`src/rtl/reset_seq_pkg.sv`:
```
// Shared types, default parameters and parameter legality check for the reset sequencer.
package reset_seq_pkg;

    typedef enum logic [2:0] {
        ASSERT  = 3'd0,
        CHECK   = 3'd1,
        RELEASE = 3'd2,
        GAP     = 3'd3,
        IDLE    = 3'd4
    } state_e;

    localparam int DEF_NUM_STAGES  = 4;
    localparam int DEF_HOLD_CYCLES = 8;
    localparam int DEF_GAP_CYCLES  = 2;
    localparam int DEF_WIDTH       = 16;

    function automatic int max2(input int a, input int b);
        return (a > b) ? a : b;
    endfunction

    function automatic bit params_ok(input int n, input int h, input int g, input int w);
        return (n >= 1) && (n <= 16) && (h >= 1) && (g >= 0) && (w >= 1);
    endfunction

endpackage

```
`src/rtl/seq_timer.sv`:
```
// Saturating up-counter shared by the hold and gap phases; expire_o is high once
// the count has reached limit_i.
module seq_timer #(
    parameter int TW = 4
) (
    input  logic          clock,
    input  logic          reset,
    input  logic          clr_i,
    input  logic          en_i,
    input  logic [TW-1:0] limit_i,
    output logic          expire_o
);

    logic [TW-1:0] cnt_q, cnt_d;

    always_comb begin
        cnt_d = cnt_q;
        if (clr_i) begin
            cnt_d = '0;
        end else if (en_i && (cnt_q < limit_i)) begin
            cnt_d = cnt_q + TW'(1);
        end
    end

    always_ff @(posedge clock) begin
        if (reset) begin
            cnt_q <= '0;
        end else begin
            cnt_q <= cnt_d;
        end
    end

    assign expire_o = (cnt_q >= limit_i);

endmodule

```
`src/rtl/reset_sequencer.sv`:
```
// Holds all downstream stages in reset, checks that stage 0's counter cleared,
// then releases the stages one at a time in index order.
module reset_sequencer
    import reset_seq_pkg::*;
#(
    parameter int NUM_STAGES  = DEF_NUM_STAGES,
    parameter int HOLD_CYCLES = DEF_HOLD_CYCLES,
    parameter int GAP_CYCLES  = DEF_GAP_CYCLES,
    parameter int WIDTH       = DEF_WIDTH
) (
    input  logic                  clock,
    input  logic                  reset,
    input  logic                  sw_req,
    input  logic [WIDTH-1:0]      count_in,
    output logic [NUM_STAGES-1:0] resetN_out,
    output logic                  busy,
    output logic                  done,
    output logic                  clear_err,
    output logic [2:0]            dbg_state_o
);

    localparam int TW = $clog2(max2(HOLD_CYCLES, GAP_CYCLES) + 1);
    localparam int IW = $clog2(NUM_STAGES + 1);
    localparam logic [TW-1:0] HOLD_LIM = TW'(HOLD_CYCLES - 1);
    localparam logic [TW-1:0] GAP_LIM  = TW'((GAP_CYCLES > 0) ? GAP_CYCLES - 1 : 0);
    localparam logic [IW-1:0] LAST_IDX = IW'(NUM_STAGES - 1);

    if (!params_ok(NUM_STAGES, HOLD_CYCLES, GAP_CYCLES, WIDTH)) begin : g_bad_params
        $error("reset_sequencer: illegal parameter combination");
    end

    state_e                state_q, state_d;
    logic [IW-1:0]         idx_q, idx_d;
    logic [NUM_STAGES-1:0] resetN_q, resetN_d;
    logic                  done_q, done_d;
    logic                  err_q, err_d;
    logic                  tmr_en, tmr_clr, tmr_expire;
    logic [TW-1:0]         tmr_limit;

    // The timer restarts on every state change and on every software request,
    // so a held sw_req keeps the hold phase pinned at its first cycle.
    assign tmr_clr = sw_req || (state_d != state_q);

    seq_timer #(.TW(TW)) u_timer (
        .clock    (clock),
        .reset    (reset),
        .clr_i    (tmr_clr),
        .en_i     (tmr_en),
        .limit_i  (tmr_limit),
        .expire_o (tmr_expire)
    );

    always_comb begin
        state_d   = state_q;
        idx_d     = idx_q;
        resetN_d  = resetN_q;
        done_d    = 1'b0;
        err_d     = err_q;
        tmr_en    = 1'b0;
        tmr_limit = HOLD_LIM;

        case (state_q)
            ASSERT: begin
                tmr_en = 1'b1;
                if (tmr_expire) begin
                    state_d = CHECK;
                end
            end
            CHECK: begin
                if (count_in != '0) begin
                    err_d = 1'b1;
                end
                resetN_d[0] = 1'b1;
                idx_d       = IW'(1);
                if (NUM_STAGES == 1) begin
                    state_d = IDLE;
                    done_d  = 1'b1;
                end else if (GAP_CYCLES == 0) begin
                    state_d = RELEASE;
                end else begin
                    state_d = GAP;
                end
            end
            GAP: begin
                tmr_en    = 1'b1;
                tmr_limit = GAP_LIM;
                if (tmr_expire) begin
                    state_d = RELEASE;
                end
            end
            RELEASE: begin
                for (int k = 0; k < NUM_STAGES; k++) begin
                    if (idx_q == IW'(k)) begin
                        resetN_d[k] = 1'b1;
                    end
                end
                idx_d = idx_q + IW'(1);
                if (idx_q == LAST_IDX) begin
                    state_d = IDLE;
                    done_d  = 1'b1;
                end else if (GAP_CYCLES == 0) begin
                    state_d = RELEASE;
                end else begin
                    state_d = GAP;
                end
            end
            IDLE: begin
                state_d = IDLE;
            end
            default: begin
                state_d = ASSERT;
            end
        endcase

        // A software request overrides everything, including the final release.
        if (sw_req) begin
            state_d  = ASSERT;
            idx_d    = '0;
            resetN_d = '0;
            done_d   = 1'b0;
            err_d    = 1'b0;
        end
    end

    always_ff @(posedge clock) begin
        if (reset) begin
            state_q  <= ASSERT;
            idx_q    <= '0;
            resetN_q <= '0;
            done_q   <= 1'b0;
            err_q    <= 1'b0;
        end else begin
            state_q  <= state_d;
            idx_q    <= idx_d;
            resetN_q <= resetN_d;
            done_q   <= done_d;
            err_q    <= err_d;
        end
    end

    assign resetN_out  = resetN_q;
    assign busy        = ~&resetN_q;
    assign done        = done_q;
    assign clear_err   = err_q;
    assign dbg_state_o = state_q;

endmodule

```
`config.mk`:
```
export PLATFORM = sky130hd
export DESIGN_NAME = reset_sequencer
export DESIGN_NICKNAME = d
export VERILOG_FILES = /design/src/rtl/reset_seq_pkg.sv /design/src/rtl/seq_timer.sv /design/src/rtl/reset_sequencer.sv
export SDC_FILE = /design/constraint.sdc
export NUM_CORES = 1
export LEC_CHECK = 0
export CAP_MARGIN = 20
export CORE_ASPECT_RATIO = 1.5
export CORE_UTILIZATION = 47
export DETAILED_ROUTE_END_ITERATION = 6
export GPL_TIMING_DRIVEN = 0
export PLACE_DENSITY_LB_ADDON = 0.2
export SYNTH_ARGS = -nofsm -noshare
export SYNTH_HDL_FRONTEND = slang
export SYNTH_HIERARCHICAL = 1
export SYNTH_SLANG_ARGS = --single-unit
```
`constraint.sdc`:
```
create_clock -name clock -period 2.75 [get_ports clock]
set_clock_uncertainty 0.15 [all_clocks]
set_input_delay 0.6875 -clock clock [delete_from_list [all_inputs] [get_ports clock]]
set_output_delay 0.6875 -clock clock [all_outputs]
set_load 0.05 [all_outputs]
```
==> metrics.cfg, run 1 <==
[synth]
synth-edff-count = 0
synth_ff_type = dfxtp_1
async_flop_share_pct = 0
synth_top_area_share_pct = 30.4
synth_most_common_cell = dfxtp_1
yosysWarnings = 6
synth_common_cells = dfxtp_1, a21oi_1, ha_1, nor2_1, inv_1
synth_cell_types = 41
seq_area_frac_synth_pct = 30.4
syn-cell-area_um2 = 1050
syn_area_per_cell_um2 = 8.78
synth_nets = 149
syn_inst = 120
synth_seq_cells = 16
yosys.area.top_type = dfxtp_1
netlist_top_cells_area = dfxtp_1, ha_1, a21oi_1

[layout]
area_growth_pct = 36.7
layout-drive-gt1-share_pct = 16.9
num_antenna_cells = 0
nets = 184

[sta]
drv_slew = 0
setup_viol_count_final = 0
whs_ns = 0.327
period_needed_ns = 2.62
period_share_pct = 95.1
worstMarginPinSlew_ns = 0.500
clock.fmax_mhz = 382
hold_viol = 0
max_slew_margin_pct = 66.5

[detailed_routing]
routedWlPerCell_um = 13.2
route.detailed.drc = 0
dr_total_vias = 953
ant_nets = 0
wl_um = 2330
first_pass_iters = 4
drt_iter0_drc = 15
drt-vias-per-instance = 5.41

[floorplan]
die_h_um = 60.0
start_util_pct = 50.7
coreArea_um2 = 2080
ios = 29
dieWidth_um = 40.7
die_area_um2 = 2440
rows = 20

[worst_setup_path]
critPathMaxFanout = 5
end_kind = register
crit_path_start_kind = register
critPathMaxStageDelay_ns = 0.38
crit_chain = nand3b_1 -> inv_1 -> ha_1 -> nor2b_4 -> o211ai_4 -> nand3_2 -> nor2b_1 -> o32ai_2 -> nand2b_1 -> or3_1 -> mux2i_1
worstPathArrival_ns = 2.68
cp_data_required_time_ns = 2.82
cp_slowest_cell = dfxtp_2
critical_path_class = register to register

[global_route]
grt_pass1_wl_um = 3510
grt_max_degree = 11
first_global_vias = 899
antenna_found_initial = 0
grt_usage_pct = 20.7
grt.overflow.total = 0

[clock_tree]
cts.path.max_buffers = 2
cts_tree = built
htreeDepth = 1
clock_sinks = 16
cts_buffers = 3
clock_latency_ns = 0.29
cts.clk_slew.worst_paths_ns = 0.10
clockRootBuffer = clkbuf_4

[placed_design]
place_congestion = 0.814
place.detailed.hpwl_um = 1890
port_buffers = 28

[outcome]
status = finished, final reports clean

[run]
max_cap_violations = 0

[worst_hold_path]
hp-class = register to register

[power_and_ir_drop]
vdd_ir_drop_max_v = 0.000277
power_uw = 440
power_density_nw_per_um2 = 305
p_leak_nw = 0.606

==> layout by cell type (no fill, tap or decap), types with 3 or more instances in the layout <==
| master | Yosys | layout |
|---|---|---|
| nand2_1 | 5 | 5 |
| mux2i_1 | 3 | 3 |
| nor4_1 | 4 | 4 |
| clkdlybuf4s50_1 | 0 | 28 |
| dfxtp_1 | 16 | 13 |
| or3_1 | 3 | 3 |
| nand3b_1 | 3 | 3 |
| nand4_1 | 3 | 3 |
| dfxtp_2 | 0 | 3 |
| nor2b_1 | 3 | 3 |
| inv_1 | 9 | 9 |
| clkbuf_4 | 0 | 3 |
| a21oi_1 | 10 | 10 |
| nand3_2 | 2 | 3 |
| buf_4 | 1 | 3 |
| ha_1 | 10 | 10 |
| nor2_1 | 10 | 9 |
==> path summary, 6_finish.rpt <==
kind,startpoint,end,slack [ns],depth (start not counted)
worst max register to register,dbg_state_o[2],u_timer/cnt_q[2],0.13,11
worst max-delay path,dbg_state_o[2],u_timer/cnt_q[2],0.13,11
worst min register to register,resetN_out[0],resetN_out[0],0.33,2
worst min-delay path,resetN_out[0],resetN_out[0],0.33,2
==> where the power goes <==
part | leakage [nW] | switching [mW] | internal, mW
clock network | 0.0210 | 0.0767 | 0.0806
logic | 0.455 | 0.0165 | 0.0315
registers | 0.131 | 0.00141 | 0.233
total | 0.606 | 0.0946 | 0.345
==> per-stage QoR <==
stage	instances	TNS, ns	cell area (um^2)	worst slack [ns]	util [%]
floorplan	120	0	1060	0.0798	-
global placement	170	0	1370	0.100	65.7
detailed placement	170	0	1370	0.0560	65.7
CTS	174	0	1400	0.0264	67.5
global route	176	-0.0197	1440	-0.0122	69.3
finish	176	0	1440	0.134	69.3
==> routing by layer <==
metal	up-vias	GRT usage [%]	wire (um)	part of all wire [%]
li1	490	-	-	-
met1	449	19.7	906	39
met2	9	39.2	1360	58
met3	5	3.35	35	1.5
met4	0	9.52	29	1.2
met5	-	0	0	0
==> critical path: cells and delay by family, from the launching register on <==
kind | cells | cell delay, ns
DFF | 1 | 0.38
and+or+nand+nor | 6 | 1.08
muxes | 1 | 0.13
buffers and inverters | 1 | 0.06
adders and majority gates | 1 | 0.31
AOI/OAI and AO/OA | 2 | 0.43
==> flip-flops by register name, summed over array words and instances (netlist names) <==
register	flops
resetN_out	4
dbg_state_o	3
clear_err	1
done	1
idx_q	3
u_timer/cnt_q	4
==> what timing repair did <==
item,in CTS,in global routing
setup endpoints to repair,0,4
gates resized for setup,0,4
buffers inserted,0,2
hold endpoints to repair,0,0
hold buffers,0,0
==> cell families after synthesis <==
family | synth area share (%)
AND/OR/NAND/NOR | 31.1
AO/OA/AOI/OAI | 16.1
flip-flops | 30.4
buffers and inverters | 6.89
adder cells (fa/ha/maj) | 11.9
multiplexers | 2.85
other | 0.713
==> area by class of cell <==
cell class                 instances  area (um^2)
clock buffer                       4         36.3
fill                             177          637
sequential                        16          324
inverter                          10         37.5
multi-input combinational         90          684
tap                               22         27.5
buffer                             4         35.0
timing repair buffer              30          295
No activity file was read; power rests on OpenSTA's default activity.
==> run 2: changes to the inputs <==
Settings changed: PLACE_DENSITY set to 0.78, PLACE_DENSITY_LB_ADDON 0.2 to not set, SLEW_MARGIN set to 20.
==> metrics.cfg, run 2 (synthesized netlist as in run 1, its figures left out) <==
[outcome]
status = finished, final reports clean  ; unchanged

[floorplan]
start_util_pct = 50.7  ; unchanged
coreArea_um2 = 2080  ; unchanged
die_h_um = 60.0  ; unchanged
die_area_um2 = 2440  ; unchanged
ios = 29  ; unchanged
rows = 20  ; unchanged
dieWidth_um = 40.7  ; unchanged

[sta]
tns_ns = 0  ; unchanged
max_slew_margin_pct = 65.9  ; was 66.5%
hold_viol = 0  ; unchanged
period_needed_ns = 2.56  ; was 2.62 ns
worstMarginPinSlew_ns = 0.510  ; was 0.500 ns
grt_setup_unrepaired = false
layout_setup_ws_ns = 0.194  ; was 0.134 ns
setup_viol_count_final = 0  ; unchanged
clock.fmax_mhz = 391  ; was 382 MHz
drv_slew = 0  ; unchanged
period_share_pct = 92.9  ; was 95.1%

[detailed_routing]
routedWlPerCell_um = 13.2  ; about the same
first_pass_iters = 4  ; unchanged
route.detailed.drc = 0  ; unchanged
ant_nets = 0  ; unchanged
drt_iter0_drc = 6  ; was 15
dr_total_vias = 956  ; was 953
wl_um = 2310  ; was 2330 um
drt-vias-per-instance = 5.46  ; was 5.41

[global_route]
grt_pass1_wl_um = 3420  ; was 3510 um
met3_usage_pct = 3.35  ; unchanged
grt.overflow.total = 0  ; unchanged
busiest_layer = met2  ; unchanged
use_met1_pct = 19.1  ; was 19.7%
first_global_vias = 893  ; was 899
grt_max_degree = 11  ; unchanged
antenna_found_initial = 0  ; unchanged
grt_usage_pct = 20.4  ; was 20.7%
met2_usage_pct = 38.5  ; was 39.2%

[run]
max_cap_violations = 0  ; unchanged

[layout]
layout_common_cells = clkdlybuf4s50_1, dfxtp_1, a21oi_1, ha_1  ; unchanged
fill_cells = 173  ; was 177
final_cells = 175  ; was 176
layout-drive-gt1-share_pct = 15.7  ; was 16.9%
num_antenna_cells = 0  ; unchanged
fin_area_um2 = 1430  ; was 1440 um^2
nets = 183  ; was 184
final_common_cell = clkdlybuf4s50_1  ; unchanged
area_growth_pct = 35.3  ; was 36.7%

[power_and_ir_drop]
vdd_ir_drop_max_v = 0.000275  ; was 0.000277 V
combPwrFrac_pct = 10.8  ; was 10.9%
p_int_uw = 345  ; about the same
net-switching-power_uw = 96.1  ; was 94.6 uW
power_uw = 441  ; was 440 uW
swShare_pct = 21.8  ; was 21.5%
clkPwrFrac_pct = 36.1  ; was 35.8%
p_seq_share_pct = 53.1  ; was 53.3%
p_leak_nw = 0.601  ; was 0.606 nW
power_density_nw_per_um2 = 310  ; was 305 nW/um^2

[clock_tree]
cts.path.max_buffers = 2  ; unchanged
cts-hold-fix-buffers = 0  ; unchanged
clockRootBuffer = clkbuf_4  ; unchanged
cts_tree = built  ; unchanged
htreeDepth = 1  ; unchanged
clock_sinks = 16  ; unchanged
clock_latency_ns = 0.30  ; was 0.29 ns
cts_buffers = 3  ; unchanged
cts.clk_slew.worst_paths_ns = 0.09  ; was 0.10 ns

[worst_setup_path]
crit_chain = nand3b_1 -> inv_1 -> ha_1 -> nor2b_4 -> o211ai_4 -> nand3_2 -> nor2b_1 -> o32ai_1 -> nand2b_1 -> or3_1 -> mux2i_1  ; was nand3b_1 -> inv_1 -> ha_1 -> nor2b_4 -> o211ai_4 -> nand3_2 -> nor2b_1 -> o32ai_2 -> nand2b_1 -> or3_1 -> mux2i_1
critPathMaxFanout = 5  ; unchanged
critical_path_class = register to register  ; unchanged
worst-path-buf-inv = 1  ; unchanged
worstPathArrival_ns = 2.64  ; was 2.68 ns
end_kind = register  ; unchanged
crit_path_start_kind = register  ; unchanged
cp_slowest_cell = dfxtp_2  ; unchanged
critPathMaxStageDelay_ns = 0.38  ; about the same
cp_data_required_time_ns = 2.83  ; was 2.82 ns
critical_path.top_delay_family = simple AND/OR/NAND/NOR gates  ; unchanged

[placed_design]
place_congestion = 0.765  ; was 0.814
pre_cts_ws_ns = 0.0391  ; was 0.0560 ns
dp.cells = 170  ; unchanged
placed_cell_area_um2 = 1370  ; unchanged
place.detailed.hpwl_um = 1880  ; was 1890 um
port_buffers = 28  ; unchanged

[worst_hold_path]
hp-class = register to register  ; unchanged

## run 2: worst paths after layout
| kind | start | to | slack [ns] | cells past startpoint |
|---|---|---|---|---|
| worst max register to register | dbg_state_o[2] | u_timer/cnt_q[2] | 0.19 | 11 |
| worst max-delay path | dbg_state_o[2] | u_timer/cnt_q[2] | 0.19 | 11 |
| worst min-delay path | resetN_out[0] | resetN_out[0] | 0.34 | 2 |
| worst min register to register | resetN_out[0] | resetN_out[0] | 0.34 | 2 |
## run 2: layout make-up
cell class / count / area, um^2 / share of cell area, %
plain buffers: 4 / 35.0 / 2.46
clock buffers: 4 / 36.3 / 2.55
inverters: 10 / 37.5 / 2.63
multi-input cells: 90 / 677 / 47.5
flip-flops and latches: 16 / 324 / 22.7
well taps: 22 / 27.5 / 1.93
repair buffers: 29 / 288 / 20.2
## run 2: power groups by stage
stage               clock (mW)  sequential (mW)  combinational, mW
floorplan                    0            0.239             0.0167
global placement             0            0.240             0.0451
detailed placement           0            0.240             0.0469
CTS                      0.162            0.234             0.0471
global route             0.170            0.235             0.0520
finish                   0.159            0.234             0.0476
## run 2: per-stage QoR
step / utilization (%) / hold WS, ns
2_1_floorplan: - / 0.300
3_3_place_gp: 65.7 / 0.300
3_5_place_dp: 65.7 / 0.318
4_1_cts: 67.5 / 0.341
5_1_grt: 68.6 / 0.375
6_report: 68.6 / 0.338
## run 2: what timing repair did
action                                 in CTS  in global routing
gates resized for setup                     0                  3
setup endpoints to repair                   0                  4
endpoints found under the hold margin       0                  0
setup buffers                               0                  1
## run 2: worst reg2reg max path, cell delays in order, from the launching register on
cell	delay (ns)
dfxtp_2	0.38
nand3b_1	0.16
inv_1	0.06
ha_1	0.31
nor2b_4	0.15
o211ai_4	0.19
nand3_2	0.11
nor2b_1	0.14
o32ai_1	0.23
nand2b_1	0.14
or3_1	0.35
mux2i_1	0.13
## run 2: per-layer routing
metal	vias to the layer above	share of wire, %	wire [um]
li1	485	-	-
met3	9	2.9	66
met4	0	2.2	51
met1	442	38	882
met5	-	0	0
met2	20	57	1310
==> run 3: changes to the inputs <==
Settings changed: CORE_MARGIN set to 10, CORE_UTILIZATION 47 to 23, PLACE_DENSITY 0.78 to not set.
==> metrics.cfg, run 3 (synthesized netlist as in run 1, its figures left out) <==
[outcome]
status = finished, final reports clean  ; unchanged

[clock_tree]
clock_latency_ns = 0.26  ; was 0.30 ns
cts.clk_slew.worst_paths_ns = 0.07  ; was 0.09 ns
clock_sinks = 16  ; unchanged
htreeDepth = 1  ; unchanged
cts_buffers = 3  ; unchanged
cts_tree = built  ; unchanged
cts.path.max_buffers = 2  ; unchanged
clockRootBuffer = clkbuf_8  ; was clkbuf_4

[global_route]
grt_usage_pct = 7.21  ; was 20.4%
grt.overflow.total = 0  ; unchanged
first_global_vias = 971  ; was 893
antenna_found_initial = 0  ; unchanged
grt_max_degree = 11  ; unchanged
grt_pass1_wl_um = 4350  ; was 3420 um

[detailed_routing]
wl_um = 2600  ; was 2310 um
routedWlPerCell_um = 12.8  ; was 13.2 um
top_layer = met4  ; unchanged
drt-vias-per-instance = 4.66  ; was 5.46
route.detailed.drc = 0  ; unchanged
drt_iter0_drc = 14  ; was 6
ant_nets = 0  ; unchanged
dr_total_vias = 945  ; was 956
wl_met2_um = 1440  ; was 1310 um
met1_length_um = 980  ; was 882 um
first_pass_iters = 4  ; unchanged
wl_met3_um = 131  ; was 66 um

[sta]
max_slew_margin_pct = 64.9  ; was 65.9%
drv_slew = 0  ; unchanged
period_needed_ns = 2.55  ; was 2.56 ns
layout_setup_ws_ns = 0.201  ; was 0.194 ns
tns_ns = 0  ; unchanged
hold_viol = 0  ; unchanged
clock.fmax_mhz = 392  ; was 391 MHz
worstMarginPinSlew_ns = 0.525  ; was 0.510 ns
period_share_pct = 92.7  ; was 92.9%
setup_viol_count_final = 0  ; unchanged
whs_ns = 0.318  ; was 0.338 ns

[run]
max_cap_violations = 0  ; unchanged

[placed_design]
port_buffers = 28  ; unchanged
pre_cts_ws_ns = 0.0439  ; was 0.0391 ns
place.detailed.hpwl_um = 2110  ; was 1880 um
placed_cell_area_um2 = 1400  ; was 1370 um^2
dp.cells = 196  ; was 170
place_congestion = 0.737  ; was 0.765

[floorplan]
start_util_pct = 23.6  ; was 50.7%
coreArea_um2 = 4470  ; was 2080 um^2
dieWidth_um = 75.3  ; was 40.7 um
ios = 29  ; unchanged
rows = 30  ; was 20
die_h_um = 103  ; was 60.0 um
die_area_um2 = 7740  ; was 2440 um^2

[layout]
regArea_um2 = 327  ; was 324 um^2
area_growth_pct = 42.5  ; was 35.3%
final_cells = 203  ; was 175
layout_common_cells = clkdlybuf4s50_1, dfxtp_1, a21oi_1, ha_1  ; unchanged
fill_cells = 446  ; was 173
layout-drive-gt1-share_pct = 17.4  ; was 15.7%
final_common_cell = clkdlybuf4s50_1  ; unchanged
fin_area_um2 = 1500  ; was 1430 um^2
multiInputGateArea_um2 = 684  ; was 677 um^2
nets = 185  ; was 183
post-route-util_pct = 33.6  ; was 68.6%
num_antenna_cells = 0  ; unchanged

[power_and_ir_drop]
vdd_ir_drop_max_v = 0.000180  ; was 0.000275 V
p_leak_nw = 0.618  ; was 0.601 nW
power_density_nw_per_um2 = 331  ; was 310 nW/um^2
power_uw = 497  ; was 441 uW

[worst_setup_path]
crit_path_start_kind = register  ; unchanged
cp_data_required_time_ns = 2.79  ; was 2.83 ns
critical_path_class = register to register  ; unchanged
worstPathArrival_ns = 2.59  ; was 2.64 ns
critPathMaxFanout = 5  ; unchanged
end_kind = register  ; unchanged
reg2reg_depth = 11  ; unchanged

[worst_hold_path]
min_path_cells = 1  ; was 2
hp-class = register to register  ; unchanged

-- run 3: report_power, final --
group	internal, mW	switching [mW]
clock	0.127	0.0891
sequential	0.232	0.00139
combinational	0.0314	0.0160
-- run 3: final cells by class --
type	instances	share of cell area (%)
multi-input combinational	90	45.6
clock buffer	4	3.67
buffer	4	2.33
inverter	10	2.50
sequential	16	21.7
timing repair buffer	31	20.2
tap	48	4.00
-- run 3: repair_timing --
action                     4_1_cts  5_1_grt
resized for setup                0        5
setup endpoints to repair        0        4
setup buffers                    0        3
hold endpoints to repair         0        0
hold buffers                     0        0
-- run 3: path summary, 6_finish.rpt --
kind	end	slack, ns	start
worst max-delay path	u_timer/cnt_q[3]	0.20	dbg_state_o[2]
worst min-delay path	clear_err	0.32	clear_err
worst max register to register	u_timer/cnt_q[3]	0.20	dbg_state_o[2]
worst min register to register	clear_err	0.32	clear_err
-- run 3: critical path, cell delays in order (launching register included) --
cell	delay, ns
dfxtp_2	0.36
nand3b_1	0.16
inv_1	0.06
ha_1	0.30
nor2b_4	0.14
o211ai_4	0.22
nand3_2	0.13
nor2b_1	0.16
o32ai_2	0.19
nand2b_1	0.12
or3_1	0.35
mux2i_1	0.11
-- run 3: metal layers --
metal / vias to the layer above / GRT usage, %
met1: 434 / 7.21
met2: 13 / 12.9
met5: - / 0
met3: 5 / 2.41
met4: 0 / 3.44
li1: 493 / -
